===== src/rtl/usb_rw_sched_if.sv =====
// usb_rw_sched_if: host request/status and protocol transaction signals of the sequencer
interface usb_rw_sched_if;
    logic        read_req;
    logic        write_req;
    logic [15:0] mempage;
    logic [63:0] data_wr;
    logic        busy;
    logic        done;
    logic        success;
    logic [63:0] data_rd;
    logic [1:0]  transaction;
    logic        data_in_avail;
    logic [18:0] token_to_prot;
    logic [71:0] data_to_prot;
    logic [63:0] data_from_prot;
    logic        pkt_sent;
    logic        pkt_succeeded;
    modport master (
        output read_req, write_req, mempage, data_wr, data_from_prot, pkt_sent, pkt_succeeded,
        input  busy, done, success, data_rd, transaction, data_in_avail, token_to_prot, data_to_prot
    );
    modport slave (
        input  read_req, write_req, mempage, data_wr, data_from_prot, pkt_sent, pkt_succeeded,
        output busy, done, success, data_rd, transaction, data_in_avail, token_to_prot, data_to_prot
    );
endinterface


===== src/rtl/usb_rw_sched.sv =====
// usb_rw_sched: arbitrates read/write requests and issues address + data USB transactions
module usb_rw_sched #(
    parameter logic [6:0] DEV_ADDR = 7'd5,
    parameter logic [9:0] WD_LIMIT = 10'd1023
) (
    input logic clk,
    input logic rst_b,
    usb_rw_sched_if.slave bus
);
    typedef enum logic [2:0] {IDLE, ADDR, ADDR_WAIT, GAP, DATA, DATA_WAIT, FIN} state_t;
    state_t      state, state_nx;
    logic        op_wr, last_write, success_q, grant, grant_wr, wd_exp;
    logic [9:0]  wd;
    logic [63:0] data_wr_q;
    assign grant    = bus.read_req || bus.write_req;
    assign grant_wr = bus.write_req && (!bus.read_req || !last_write);
    assign wd_exp   = wd == WD_LIMIT - 10'd1;
    // state register
    always_ff @(posedge clk or negedge rst_b) begin
        if (!rst_b) state <= IDLE;
        else        state <= state_nx;
    end
    // next state: pkt_sent is checked before the watchdog so it wins a same-cycle race
    always_comb begin
        state_nx = state;
        case (state)
            IDLE:      state_nx = grant ? ADDR : IDLE;
            ADDR:      state_nx = ADDR_WAIT;
            ADDR_WAIT: state_nx = bus.pkt_sent ? (bus.pkt_succeeded ? GAP : FIN) : wd_exp ? FIN : ADDR_WAIT;
            GAP:       state_nx = DATA;
            DATA:      state_nx = DATA_WAIT;
            DATA_WAIT: state_nx = (bus.pkt_sent || wd_exp) ? FIN : DATA_WAIT;
            FIN:       state_nx = IDLE;
            default:   state_nx = IDLE;
        endcase
    end
    // outputs decoded from state only
    always_comb begin
        bus.transaction   = (state == ADDR || state == ADDR_WAIT) ? 2'b10 :
                            (state == DATA || state == DATA_WAIT) ? (op_wr ? 2'b10 : 2'b01) : 2'b00;
        bus.data_in_avail = state == ADDR || state == DATA;
        bus.busy          = state != IDLE;
        bus.done          = state == FIN;
        bus.success       = state == FIN && success_q;
    end
    // request latching, token/payload staging, watchdog and completion status
    always_ff @(posedge clk or negedge rst_b) begin
        if (!rst_b) begin
            op_wr             <= 1'b0;
            last_write        <= 1'b0;
            success_q         <= 1'b0;
            wd                <= '0;
            data_wr_q         <= '0;
            bus.data_rd       <= '0;
            bus.token_to_prot <= '0;
            bus.data_to_prot  <= '0;
        end else begin
            wd <= (state == ADDR_WAIT || state == DATA_WAIT) ? wd + 10'd1 : '0;
            if (state == IDLE && grant) begin
                op_wr             <= grant_wr;
                last_write        <= grant_wr;
                data_wr_q         <= bus.data_wr;
                bus.token_to_prot <= {8'hE1, DEV_ADDR, 4'd4};
                bus.data_to_prot  <= {8'hC3, 48'h0, bus.mempage};
            end
            if (state == GAP) begin
                bus.token_to_prot <= {op_wr ? 8'hE1 : 8'h69, DEV_ADDR, 4'd8};
                bus.data_to_prot  <= {8'hC3, op_wr ? data_wr_q : 64'h0};
            end
            if (state == ADDR_WAIT) success_q <= 1'b0;
            if (state == DATA_WAIT) success_q <= bus.pkt_sent && bus.pkt_succeeded;
            if (state == DATA_WAIT && bus.pkt_sent && bus.pkt_succeeded && !op_wr) bus.data_rd <= bus.data_from_prot;
        end
    end
endmodule


===== src/flat_wrapper.sv =====
// flat-port wrapper written by rule: the top's interface ports become plain ports
module usb_rw_sched_flat 
#(
    parameter logic [6:0] DEV_ADDR = 7'd5,
    parameter logic [9:0] WD_LIMIT = 10'd1023
)
  (clk, rst_b, bus_read_req, bus_write_req, bus_mempage, bus_data_wr, bus_data_from_prot, bus_pkt_sent, bus_pkt_succeeded, bus_busy, bus_done, bus_success, bus_data_rd, bus_transaction, bus_data_in_avail, bus_token_to_prot, bus_data_to_prot);
  usb_rw_sched_if bus_i ();
  input logic clk;
  input logic rst_b;
  input wire logic [$bits(bus_i.read_req)-1:0] bus_read_req;
  input wire logic [$bits(bus_i.write_req)-1:0] bus_write_req;
  input wire logic [$bits(bus_i.mempage)-1:0] bus_mempage;
  input wire logic [$bits(bus_i.data_wr)-1:0] bus_data_wr;
  input wire logic [$bits(bus_i.data_from_prot)-1:0] bus_data_from_prot;
  input wire logic [$bits(bus_i.pkt_sent)-1:0] bus_pkt_sent;
  input wire logic [$bits(bus_i.pkt_succeeded)-1:0] bus_pkt_succeeded;
  output wire logic [$bits(bus_i.busy)-1:0] bus_busy;
  output wire logic [$bits(bus_i.done)-1:0] bus_done;
  output wire logic [$bits(bus_i.success)-1:0] bus_success;
  output wire logic [$bits(bus_i.data_rd)-1:0] bus_data_rd;
  output wire logic [$bits(bus_i.transaction)-1:0] bus_transaction;
  output wire logic [$bits(bus_i.data_in_avail)-1:0] bus_data_in_avail;
  output wire logic [$bits(bus_i.token_to_prot)-1:0] bus_token_to_prot;
  output wire logic [$bits(bus_i.data_to_prot)-1:0] bus_data_to_prot;
  assign bus_i.read_req = bus_read_req;
  assign bus_i.write_req = bus_write_req;
  assign bus_i.mempage = bus_mempage;
  assign bus_i.data_wr = bus_data_wr;
  assign bus_i.data_from_prot = bus_data_from_prot;
  assign bus_i.pkt_sent = bus_pkt_sent;
  assign bus_i.pkt_succeeded = bus_pkt_succeeded;
  assign bus_busy = bus_i.busy;
  assign bus_done = bus_i.done;
  assign bus_success = bus_i.success;
  assign bus_data_rd = bus_i.data_rd;
  assign bus_transaction = bus_i.transaction;
  assign bus_data_in_avail = bus_i.data_in_avail;
  assign bus_token_to_prot = bus_i.token_to_prot;
  assign bus_data_to_prot = bus_i.data_to_prot;
  usb_rw_sched #(.DEV_ADDR(DEV_ADDR), .WD_LIMIT(WD_LIMIT)) u_core (.clk(clk), .rst_b(rst_b), .bus(bus_i));
endmodule

===== config.mk =====
export PLATFORM = sky130hd
export DESIGN_NAME = usb_rw_sched_flat
export DESIGN_NICKNAME = d
export VERILOG_FILES = /design/src/rtl/usb_rw_sched_if.sv /design/src/rtl/usb_rw_sched.sv /design/src/flat_wrapper.sv
export SDC_FILE = /design/constraint.sdc
export NUM_CORES = 1
export LEC_CHECK = 0
export BUFFER_PORTS_ARGS = -buffer_cell sky130_fd_sc_hd__clkbuf_2
export CORE_MARGIN = 1
export CORE_UTILIZATION = 40
export DETAILED_ROUTE_END_ITERATION = 12
export PLACE_DENSITY = 0.67
export SYNTH_ARGS = -nofsm -noshare
export SYNTH_HDL_FRONTEND = slang
export SYNTH_SLANG_ARGS = --single-unit

===== constraint.sdc =====
create_clock -name clk -period 1.9 [get_ports clk]
set_input_delay 0 -clock clk [delete_from_list [all_inputs] [get_ports clk]]
set_output_delay 0 -clock clk [all_outputs]
set_load 0.005 [all_outputs]

# Yosys cells after proc, flatten, opt, wreduce, memory -nomap -nowiden
# Cells that the tools add are included.
word_totals:
  mem_count: 0
  in_bits: 150
  reg_bits: 234
  romBits: 0
  output_inout_bits: 161
  word_cells: 54
  mem_bits_rw: 0
  latch_bits: 0
op_classes:
  div_mod_pow: 0
  mux: 18
  n_shift: 0
  eq_ne: 7
  n_mul: 0
  addsub: 1
  n_bitwise: 0
  n_lt_le_gt_ge: 0
  reduce_logical: 20
op_table:
  columns: ["cell", "count"]
  rows:
  - ["72-bit two-way mux", 2]
  - ["64-bit two-way mux", 1]
  - ["19-bit two-way mux", 2]
  - ["3-bit case mux with 6 select lines", 1]
  - ["10-bit by 1-bit adder with 10-bit output (second input constant)", 1]
  - ["10-bit equality test (second input constant)", 1]
  - ["10-bit two-way mux", 1]
  - ["3-bit equality test (second input constant)", 3]
  - ["3-bit two-way mux", 3]
  - ["2-bit two-way mux", 4]
  - ["8-bit two-way mux", 1]
  - ["1-bit logical AND", 7]
  - ["1-bit logical OR", 7]
  - ["3-bit by 2-bit equality test with 1-bit output (second input constant)", 2]
  - ["2-bit nonzero test", 2]
  - ["3-bit by 1-bit equality test with 1-bit output (second input constant)", 1]
  - ["3-bit zero test", 1]
  - ["1-bit two-way mux", 3]
  - ["3-bit nonzero test", 1]
  - ["1-bit zero test", 2]

# Longest topological paths before layout
depth:
  ltp_word: 4
  ltp_mapped: 6
  ltp_nobuf: 6

# Worst setup path before layout
# OpenSTA, ideal clock, no wires.
synth_timing:
  kind: "register to register"
  startpoint: "register u_core.state[1]"
  endpoint: "register u_core.bus.data_rd[3]"
  arrival_time_ps: 1553
  period_less_slack_ps: 1678
  slack_ps: 222
  required_ps: 1775
  setup_time_ps: 125
  path_stages_with_launch: 5
  path_buffers: 1
  cell_sequence: "dfrtp_1 > nand3b_1 > nor3_4 > buf_6 > mux2_2"
synth_via:
  elab_chain_len: 4
synth_lines:
  columns: ["item", "line_no", "rtl"]
  rows:
  - ["start: declaration", "usb_rw_sched.sv:11", "state_t state, state_nx;"]
  - ["start signal: assignment", "usb_rw_sched.sv:21", "else state <= state_nx;"]
  - ["3-bit equality test", "usb_rw_sched.sv:72", "if (state == DATA_WAIT && bus.pkt_sent && bus.pkt_succeeded && !op_wr) bus.data_rd <= bus.data_from_prot;"]
  - ["1-bit logical AND (3 in a row)", "usb_rw_sched.sv:72", null]
  - ["end signal: assignment", "usb_rw_sched.sv:72", null]
  - ["end: declaration", "usb_rw_sched_if.sv:24", "output busy, done, success, data_rd, transaction, data_in_avail, token_to_prot, data_to_prot"]
# Every way passes these cells.
# A chain may end at the register's enable or synchronous reset.

# Worst setup path in the final report
layout_timing:
  startpoint: "register u_core.state[1]"
  endpoint: "register u_core.bus.data_rd[51]"
# The elaborated chain is that of the path after synthesis.

==> impl_results.md <==
* CP delay by family, top: simple AND/OR/NAND/NOR gates
* Status: finished, final reports clean
* Inst Count DP at 1108
* Initial Util at 40.9%
* I/O pins at 311
* Initial antenna violation count at 0
* Post-synth EDFFs at 0
* Hold WC Path Type: input pin to asynchronous set/reset pin
* Crit start category: flop
* Fillers at 1505
* TritonCTS clock tree: built
* Cell leakage power at 6.26 nW
* Clock skew at 0.00557 ns
* CTS buffer count at 24
* Critical-path top delay cell: dfrtp_1
* Crit path to: u_core.bus.data_rd[51]
* Synth Register Bits at 212
* Fmax achieved at 0.549 GHz
* Syn avg cell area at 14.8 µm²
* Sequential area share after synthesis at 63.9%
* Post-Layout Cell Count at 1301
* Max VDD drop at 1.13 mV
* Crit path from: u_core.state[1]
* Vias post-DR at 6260
* Post-Route WL at 22.0 mm
* Post-route DRC at 0
* Most common cell after layout, fill and taps aside: clkbuf_2
* Synthesis warning total at 0
* Crit-path cells: nand3b_1, nor3_4, clkbuf_16, mux2_2
* Crit path buffers/inverters at 1
* Final Hold Fails at 0
* Total gr overflow at 0
* Final worst path period share at 95.9%
* Clock buffer depth at 3
* Maximum level of the CTS H-tree at 1
* Critical Path AT at 2.21 ns
* CP Max Fanout at 64
* Synth Cell Area at 8300 µm²
* Total power at 17.7 mW
* WP depth at 4
* Max-cap violations at 0
* Final core utilization at 61.4%
* Nets at 1166
* TritonRoute pass-1 iters at 4
* Area growth syn-to-layout at 50.2%
* Gpl congestion at 0.750
* Core area at 20300 µm²
* Worst-path clk slew at 0.06 ns
* DP Wirelength at 13.0 mm
* First-pass GRT wire length at 35.4 mm
* Width of the die at 146 µm
* Layout cell share with drive strength beyond 1 at 47.0%
* R2r endpoint: u_core.bus.data_rd[51]
* PortBufs at 296
* Vias per std cell at 4.81
* Synth Flop Type: dfrtp_1
* Post-synth cell types at 37
* N_diodes at 0
* Commonest non-fill, non-tap cells in the layout: 295 x clkbuf_2, 211 x dfrtp_1, 150 x dlygate4sd3_1
* Asr flop ratio synth at 100%
* WS Path Type: flop to flop
* Worst r2r src: u_core.state[1]
* Pins Over Slew Limit at 0
* Largest net degree at the start of global routing at 67
* Vias in the first global route at 6822
* Minimum clock period at 1.82 ns
* CP Capture Type: flop
* Worst-Skew Late Latency at 0.50 ns
* Die Y-Extent at 146 µm
* FF-to-FF path depth at 4
* Final setup vio count at 0
* Register-to-register setup slack at 0.08 ns
* Die area at 21300 µm²
* Initial drt markers at 155
* Row count at 52
* Worst path required time at 2.29 ns
* Routed Antenna Nets at 0
* Routed WL per cell at 16.9 µm
* CTS root buf: clkbuf_16
* Hold WS at 0.0502 ns
* Post-Syn Instances at 560
* PD cells at 1420 nW/µm²
* Max incr delay on CP at 0.43 ns
* Number of clock sinks at 212
* Tot GR Track Use at 20.6%
[cell usage after synthesis (2+ instances only)]
cell type    n  area share, %
xnor2_1      7           0.74
nand2b_1     4           0.30
clkbuf_1     3           0.14
ha_1         2           0.30
nor3_1       5           0.30
o21ai_0      4           0.24
buf_2       16           0.96
a21oi_1      5           0.30
buf_6        6           0.81
nor2_1      19           0.86
a21o_1      18            1.6
mux2_1       9            1.2
nand3_1      3           0.18
a22o_1      64            6.8
mux2_2     119             16
and2_1       3           0.23
nand2_1      7           0.32
inv_1        6           0.27
nand3b_1     2           0.18
dfrtp_1    212             64
buf_4       29            2.6
xor2_1       2           0.21
[state kept, by name (all words and copies together), names as in the netlist]
| signal | cells |
|---|---|
| u_core.op_wr | 1 |
| u_core.bus.data_to_prot | 64 |
| u_core.wd | 10 |
| u_core.bus.data_rd | 64 |
| u_core.data_wr_q | 64 |
| u_core.bus.token_to_prot | 5 |
| u_core.state | 3 |
| u_core.success_q | 1 |
[worst min path at each step]
stage	startpoint	to	slack [ns]	depth (start not counted)
floorplan	rst_b	u_core.bus.data_rd[0]	-0.30	0
global placement	rst_b	u_core.data_wr_q[51]	0.02	1
detailed placement	rst_b	u_core.data_wr_q[51]	0.02	1
CTS	rst_b	u_core.data_wr_q[51]	0.04	2
global route	rst_b	u_core.data_wr_q[52]	0.07	2
finish	rst_b	u_core.data_wr_q[52]	0.05	2
[stage by stage]
step	TNS (ns)	cell area (µm²)	setup slack (ns)
finish	0	12500	0.0784
global placement	0	10100	0.105
floorplan	0	8350	0.222
CTS	0	12500	0.0745
global route	-0.00399	12500	-0.00399
detailed placement	0	10100	0.110
[layer usage]
metal / global-route usage (%) / share of wire [%] / vias to the layer above
met5: 0 / 0 / -
met4: 4.95 / 1.9 / 0
met3: 5.31 / 7.6 / 38
met2: 36.9 / 50 / 243
met1: 24.9 / 40 / 3108
li1: - / - / 2871
[cell type report]
cell class,instances,area (µm²),area share (%)
Tap cell,270,338,2.71
Multi-Input combinational cell,300,2670,21.4
Clock inverter,9,128,1.02
Clock buffer,34,719,5.77
Sequential cell,212,5310,42.6
Inverter,6,22.5,0.181
Timing Repair Buffer,470,3290,26.4
[worst reg2reg max path, cell delays in order (launching register included)]
cell	delay [ns]
dfrtp_1	0.43
nand3b_1	0.26
nor3_4	0.23
clkbuf_16	0.32
mux2_2	0.47
[logic make-up (layout without fill, tap and decap cells)]
family / count (synthesis) / in the layout / share of synthesized area [%]
flops: 212 / 212 / 63.9
mux: 129 / 129 / 17.5
compound gates: 96 / 96 / 9.36
buf+inv: 61 / 519 / 4.85
simple gates: 50 / 50 / 3.12
xor+xnor: 9 / 9 / 0.949
fa+ha+maj: 2 / 2 / 0.301
other cells: 1 / 14 / 0.0452
[repair_timing]
| action | in CTS | in global routing |
|---|---|---|
| buffers inserted | 0 | 0 |
| resized for setup | 0 | 3 |
| endpoints found under the hold margin | 361 | 0 |
| endpoints found under the setup margin | 0 | 50 |
| hold buffers | 150 | 0 |
[where the power goes]
group | switching, mW | leakage, nW | internal, mW
clock | 1.81 | 0.421 | 3.04
sequential | 1.02 | 2.68 | 6.26
combinational | 2.37 | 3.16 | 3.17
total | 5.20 | 6.26 | 12.5
Power figures use the tool's default switching activity.
